--- config.mk ---
export PLATFORM = sky130hd
export DESIGN_NAME = bcd_down_timer_flat
export DESIGN_NICKNAME = d
export VERILOG_FILES = /design/src/rtl/bcd_down_timer_pkg.sv /design/src/rtl/bcd_down_timer_if.sv /design/src/rtl/bcd_down_timer_digit.sv /design/src/rtl/bcd_down_timer.sv /design/src/flat_wrapper.sv
export SDC_FILE = /design/constraint.sdc
export NUM_CORES = 1
export LEC_CHECK = 0
export ABC_AREA = 1
export CORE_AREA = 10 10 50 52
export DETAILED_ROUTE_END_ITERATION = 16
export DIE_AREA = 0 0 60 62
export PLACE_DENSITY = 0.83
export SLEW_MARGIN = 5
export SYNTH_ARGS = -nofsm -noshare
export SYNTH_HDL_FRONTEND = slang
export SYNTH_SLANG_ARGS = --single-unit
--- constraint.sdc ---
create_clock -name clk -period 2.4 [get_ports clk]
set_input_delay 0.24 -clock clk [delete_from_list [all_inputs] [get_ports clk]]
set_output_delay 0.24 -clock clk [all_outputs]
set_load 0.005 [all_outputs]
--- src/rtl/bcd_down_timer_pkg.sv ---
// Shared constants for the BCD down-timer: FSM state encoding, digit width, and the clamp applied to loaded digits.
package bcd_down_timer_pkg;

    typedef enum logic [1:0] {
        ST_IDLE = 2'd0,
        ST_RUN  = 2'd1,
        ST_DONE = 2'd2
    } state_t;

    localparam int          BCD_W   = 4;
    localparam logic [3:0]  BCD_MAX = 4'd9;

    function automatic logic [BCD_W-1:0] bcd_clamp(input logic [BCD_W-1:0] d);
        return (d > BCD_MAX) ? BCD_MAX : d;
    endfunction

endpackage

--- src/rtl/bcd_down_timer_if.sv ---
// Control and status bundle for the BCD down-timer: load/enable in, count/flags out.
interface bcd_down_timer_if #(parameter int DIGITS = 2);

    logic                  load;
    logic [4*DIGITS-1:0]   load_val;
    logic                  en;
    logic [4*DIGITS-1:0]   count;
    logic                  zero;
    logic                  done;
    logic                  busy;

    modport master (output load, load_val, en, input count, zero, done, busy);
    modport slave  (input load, load_val, en, output count, zero, done, busy);

endinterface

--- src/rtl/bcd_down_timer_digit.sv ---
// A single BCD decade that counts down. It wraps 0 -> 9 and signals a borrow to the next decade when it does.
module bcd_digit_down
    import bcd_down_timer_pkg::*;
(
    input  logic             clk,
    input  logic             rst_n,
    input  logic             i_load,
    input  logic [BCD_W-1:0] i_load_digit,
    input  logic             i_dec,
    output logic [BCD_W-1:0] o_digit,
    output logic             o_borrow,
    output logic             o_zero
);

    logic [BCD_W-1:0] r_digit;

    always_ff @(posedge clk or negedge rst_n) begin
        if (!rst_n)
            r_digit <= '0;
        else if (i_load)
            r_digit <= i_load_digit;
        else if (i_dec)
            r_digit <= (r_digit == 4'd0) ? BCD_MAX : r_digit - 4'd1;
    end

    assign o_digit  = r_digit;
    assign o_zero   = (r_digit == 4'd0);
    assign o_borrow = i_dec && o_zero;

endmodule

--- src/rtl/bcd_down_timer.sv ---
// Multi-digit BCD countdown timer: load, enable, terminal detect, one-cycle done pulse, and optional auto-reload.
// States: IDLE = holding, en ignored | RUN = decrementing on en | DONE = one-cycle terminal pulse.
module bcd_down_timer
    import bcd_down_timer_pkg::*;
#(
    parameter int DIGITS      = 2,
    parameter bit AUTO_RELOAD = 1'b0
)(
    input  logic              clk,
    input  logic              reset,
    bcd_down_timer_if.slave   bus
);

    localparam int W = BCD_W * DIGITS;

    state_t          r_state, w_state_nxt;
    logic [W-1:0]    r_reload;
    logic [W-1:0]    w_load_san;
    logic [W-1:0]    w_load_mux;
    logic [W-1:0]    w_count;
    logic [DIGITS:0] w_dec;
    logic [DIGITS-1:0] w_dig_zero;
    logic            w_dig_load;
    logic            w_last_step;

    always_comb begin
        w_load_san = '0;
        for (int i = 0; i < DIGITS; i++)
            w_load_san[i*BCD_W +: BCD_W] = bcd_clamp(bus.load_val[i*BCD_W +: BCD_W]);
    end

    assign w_dig_load = bus.load || (AUTO_RELOAD && (r_state == ST_DONE));
    assign w_load_mux = bus.load ? w_load_san : r_reload;
    assign w_dec[0]   = (r_state == ST_RUN) && bus.en && !bus.load;

    for (genvar g = 0; g < DIGITS; g++) begin : g_digit
        bcd_digit_down u_digit (
            .clk          (clk),
            .rst_n        (reset),
            .i_load       (w_dig_load),
            .i_load_digit (w_load_mux[g*BCD_W +: BCD_W]),
            .i_dec        (w_dec[g]),
            .o_digit      (w_count[g*BCD_W +: BCD_W]),
            .o_borrow     (w_dec[g+1]),
            .o_zero       (w_dig_zero[g])
        );
    end

    // A borrow out of the top decade would mean RUN held 0; treat it as terminal so the count can never wrap.
    assign w_last_step = w_dec[0] && ((w_count == W'(1)) || w_dec[DIGITS]);

    always_comb begin
        w_state_nxt = r_state;
        if (bus.load) begin
            w_state_nxt = (w_load_san != '0) ? ST_RUN : ST_IDLE;
        end else begin
            case (r_state)
                ST_IDLE: w_state_nxt = ST_IDLE;
                ST_RUN:  if (w_last_step) w_state_nxt = ST_DONE;
                ST_DONE: w_state_nxt = (AUTO_RELOAD && (r_reload != '0)) ? ST_RUN : ST_IDLE;
                default: w_state_nxt = ST_IDLE;
            endcase
        end
    end

    always_ff @(posedge clk or negedge reset) begin
        if (!reset) begin
            r_state  <= ST_IDLE;
            r_reload <= '0;
        end else begin
            r_state <= w_state_nxt;
            if (bus.load)
                r_reload <= w_load_san;
        end
    end

    assign bus.count = w_count;
    assign bus.zero  = &w_dig_zero;
    assign bus.done  = (r_state == ST_DONE);
    assign bus.busy  = (r_state == ST_RUN);

endmodule

--- src/flat_wrapper.sv ---
// flat-port wrapper written by rule: the top's interface ports become plain ports
module bcd_down_timer_flat import bcd_down_timer_pkg::*;
#(
    parameter int DIGITS      = 2,
    parameter bit AUTO_RELOAD = 1'b0
)
  (clk, reset, bus_load, bus_load_val, bus_en, bus_count, bus_zero, bus_done, bus_busy);
  bcd_down_timer_if #(.DIGITS(DIGITS)) bus_i ();
  input  logic clk;
  input  logic reset;
  input wire logic [$bits(bus_i.load)-1:0] bus_load;
  input wire logic [$bits(bus_i.load_val)-1:0] bus_load_val;
  input wire logic [$bits(bus_i.en)-1:0] bus_en;
  output wire logic [$bits(bus_i.count)-1:0] bus_count;
  output wire logic [$bits(bus_i.zero)-1:0] bus_zero;
  output wire logic [$bits(bus_i.done)-1:0] bus_done;
  output wire logic [$bits(bus_i.busy)-1:0] bus_busy;
  assign bus_i.load = bus_load;
  assign bus_i.load_val = bus_load_val;
  assign bus_i.en = bus_en;
  assign bus_count = bus_i.count;
  assign bus_zero = bus_i.zero;
  assign bus_done = bus_i.done;
  assign bus_busy = bus_i.busy;
  bcd_down_timer #(.DIGITS(DIGITS), .AUTO_RELOAD(AUTO_RELOAD)) u_core (.clk(clk), .reset(reset), .bus(bus_i));
endmodule
==> impl_metrics.ini <==
[floorplanning]
dieArea_um2 = 3720
rows = 15
die_h_um = 62
initial_core_util_pct = 42.56
die_x_um = 60
coreArea_um2 = 1614
io_pins = 23

[logic_synthesis]
syn_area_um2 = 686.9
yosysTopAreaCell = dfrtp_1
synth_cells = 99
synth_most_common_cell = nand2_1
postSynth.asyncResetShare_pct = 100.0
synthDistinctLibCells = 18
syn_nets = 111
synthTopCellsByArea = dfrtp_1 (36%), nand2_1 (15%), nand3_1 (11%)
synth_edf_count = 0
synth.avg_cell_area_um2 = 6.938
yosysWarnings = 0
seq_area_frac_synth_pct = 36.43
synth_commonest_cells = nand2_1 (27), nand3_1 (15), nor2_1 (11), dfrtp_1 (10), inv_1 (10)
ys_ff_latch = 10
synth_top_area_share_pct = 36.43
synthFlopType = dfrtp_1

[detailed_routing]
vias = 748
detail-route-antenna-nets = 0
dr.pass1.iters = 4
drc_errors = 0
wirelength_mm = 1.879
via_per_inst = 5.343
wl_per_cell_um = 13.42
drt_iter0_markers = 18

[clocking]
cts_tree = yes
worstSkewPairLatency_ns = 0.25
numCtsBuffers = 3
root_buffer = clkbuf_4
cts_sinks = 10
holdBufCountCts = 0
post_cts_buffers = 0
path_clk_slew_ns = 0.06
clk_path_buf_depth = 2
htree_num_levels = 1
cts_resized = 0

[finish]
antenna_cells = 0
postLayoutCellArea_um2 = 939.7
fin_nets = 137
drive_gt1_share_pct = 12.20
fillers = 144
synthToLayoutAreaGrowth_pct = 36.79
final-instance-count-excl-fill = 140

[sta]
setup_viol = 0
setup_ws_ns = 0.4513
slew_headroom_pct = 67.48
fin_skew_ns = 0.001569
finalCritPeriodShare_pct = 81.19
maxSlewViolCount = 0
finalHoldViolCount = 0
rsz0062_at_grt = no
min_period_ns = 1.949
worst_slew_pin_slew_ns = 0.4863
tns_ns = 0
max_freq_ghz = 0.5132

[power]
ir_drop_mv = 0.2201
leakage_nw = 0.4568
power_density_nw_per_um2 = 539.2
finalPower_w = 0.0005067

[global_routing]
grt_pass1_wl_mm = 3.194
antenna_found_initial = 0
globalRouteTotalUtil_pct = 10.87
grt_overflow_total = 0
first_global_vias = 794
grt_max_degree = 13

[place]
dp.cells = 137
placedInstanceArea_um2 = 917.1
place_congestion = 0.8594
dp_slack_ns = 0.7382
port_buffers = 22
dp_hpwl_mm = 1.546

[job]
drv_cap = 0

[setup_path]
cpMaxStageDelayCell = clkdlybuf4s50_1
worstSetupEndpointType = primary output
crit_type = reg2out
path_buf_inv = 1
critPathMaxFanout = 4
cp-start-kind = flip-flop
worst_ep_required_time_ns = 2.16
path_cells = nor2_1, nand2_1, nor3_1, clkdlybuf4s50_1
critical_path_arrival_ns = 1.71
path_delay_family = buffers and inverters
cp_slowest_stage_delay_ns = 0.53

[min_path]
hold_class = in2async

[status]
status = complete, no violations
==> layout make-up <==
class | count | area [um2] | share of cell area, %
multi-input cells | 74 | 372.9 | 39.68
flip-flops and latches | 10 | 250.2 | 26.63
repair buffers | 22 | 220.2 | 23.44
inverters | 14 | 52.55 | 5.593
clock buffers | 3 | 22.52 | 2.397
well taps | 17 | 21.27 | 2.264
==> metrics by stage <==
stage	utilization [%]	hold slack, ns
final	58.22	0.3066
after global routing	58.22	0.3250
after CTS	58.22	0.3186
after floorplan	-	-0.05559
after global placement	56.82	0.5491
after detailed placement	56.82	0.5626
==> layer usage <==
metal	global-route usage [%]	wire [um]	share of wire, %
met1	11.02	756	40
met2	19.12	927	49
met3	3.659	168	8.9
met4	6.090	27	1.4
met5	0	0	0
==> layout by cell type, fill, tap and decap left out <==
master,count
inv_1,10
nor2_1,11
o31ai_1,1
nand3_1,15
nand2_2,2
nor2_2,1
o21ai_0,3
a21oi_1,1
nand3_2,1
clkdlybuf4s50_1,22
dfrtp_1,10
nand2_4,2
nor2_4,2
nand2_1,27
nand4_1,1
clkbuf_4,3
inv_2,4
nor3_1,2
o211ai_1,5
==> path summary, 6_finish.rpt <==
path                       slack, ns                                   end                                  from  cells past startpoint
hold / removal                  0.31  u_core.g_digit[0].u_digit.o_digit[0]                                 reset                      1
max in group asynchronous       1.78  u_core.g_digit[1].u_digit.o_digit[0]                                 reset                      1
setup / recovery                0.45                              bus_zero  u_core.g_digit[1].u_digit.o_digit[1]                      4
hold reg to reg                 0.58                     u_core.r_state[1]                     u_core.r_state[1]                      3
min in group clk                0.58                     u_core.r_state[1]                     u_core.r_state[1]                      3
setup reg to reg                1.18                     u_core.r_state[0]  u_core.g_digit[0].u_digit.o_digit[2]                      8
==> where the power goes <==
part | switching [W] | internal, W
clock | 0.0000504 | 0.0000576
combinational | 0.0000949 | 0.0000892
sequential | 0.0000255 | 0.000189
total | 0.000171 | 0.000336
==> logic make-up (layout without fill, tap and decap cells) <==
logic type / after synthesis / count (layout) / synth area share (%)
flops: 10 / 10 / 36.43
simple gates: 64 / 64 / 44.81
compound gates: 10 / 10 / 9.471
buf+inv: 15 / 39 / 9.289
==> registers in the layout, indices dropped and copies added (netlist names) <==
register                        count
u_core.r_state                      2
u_core.g_digit.u_digit.o_digit      8
Power figures use the tool's default switching activity.
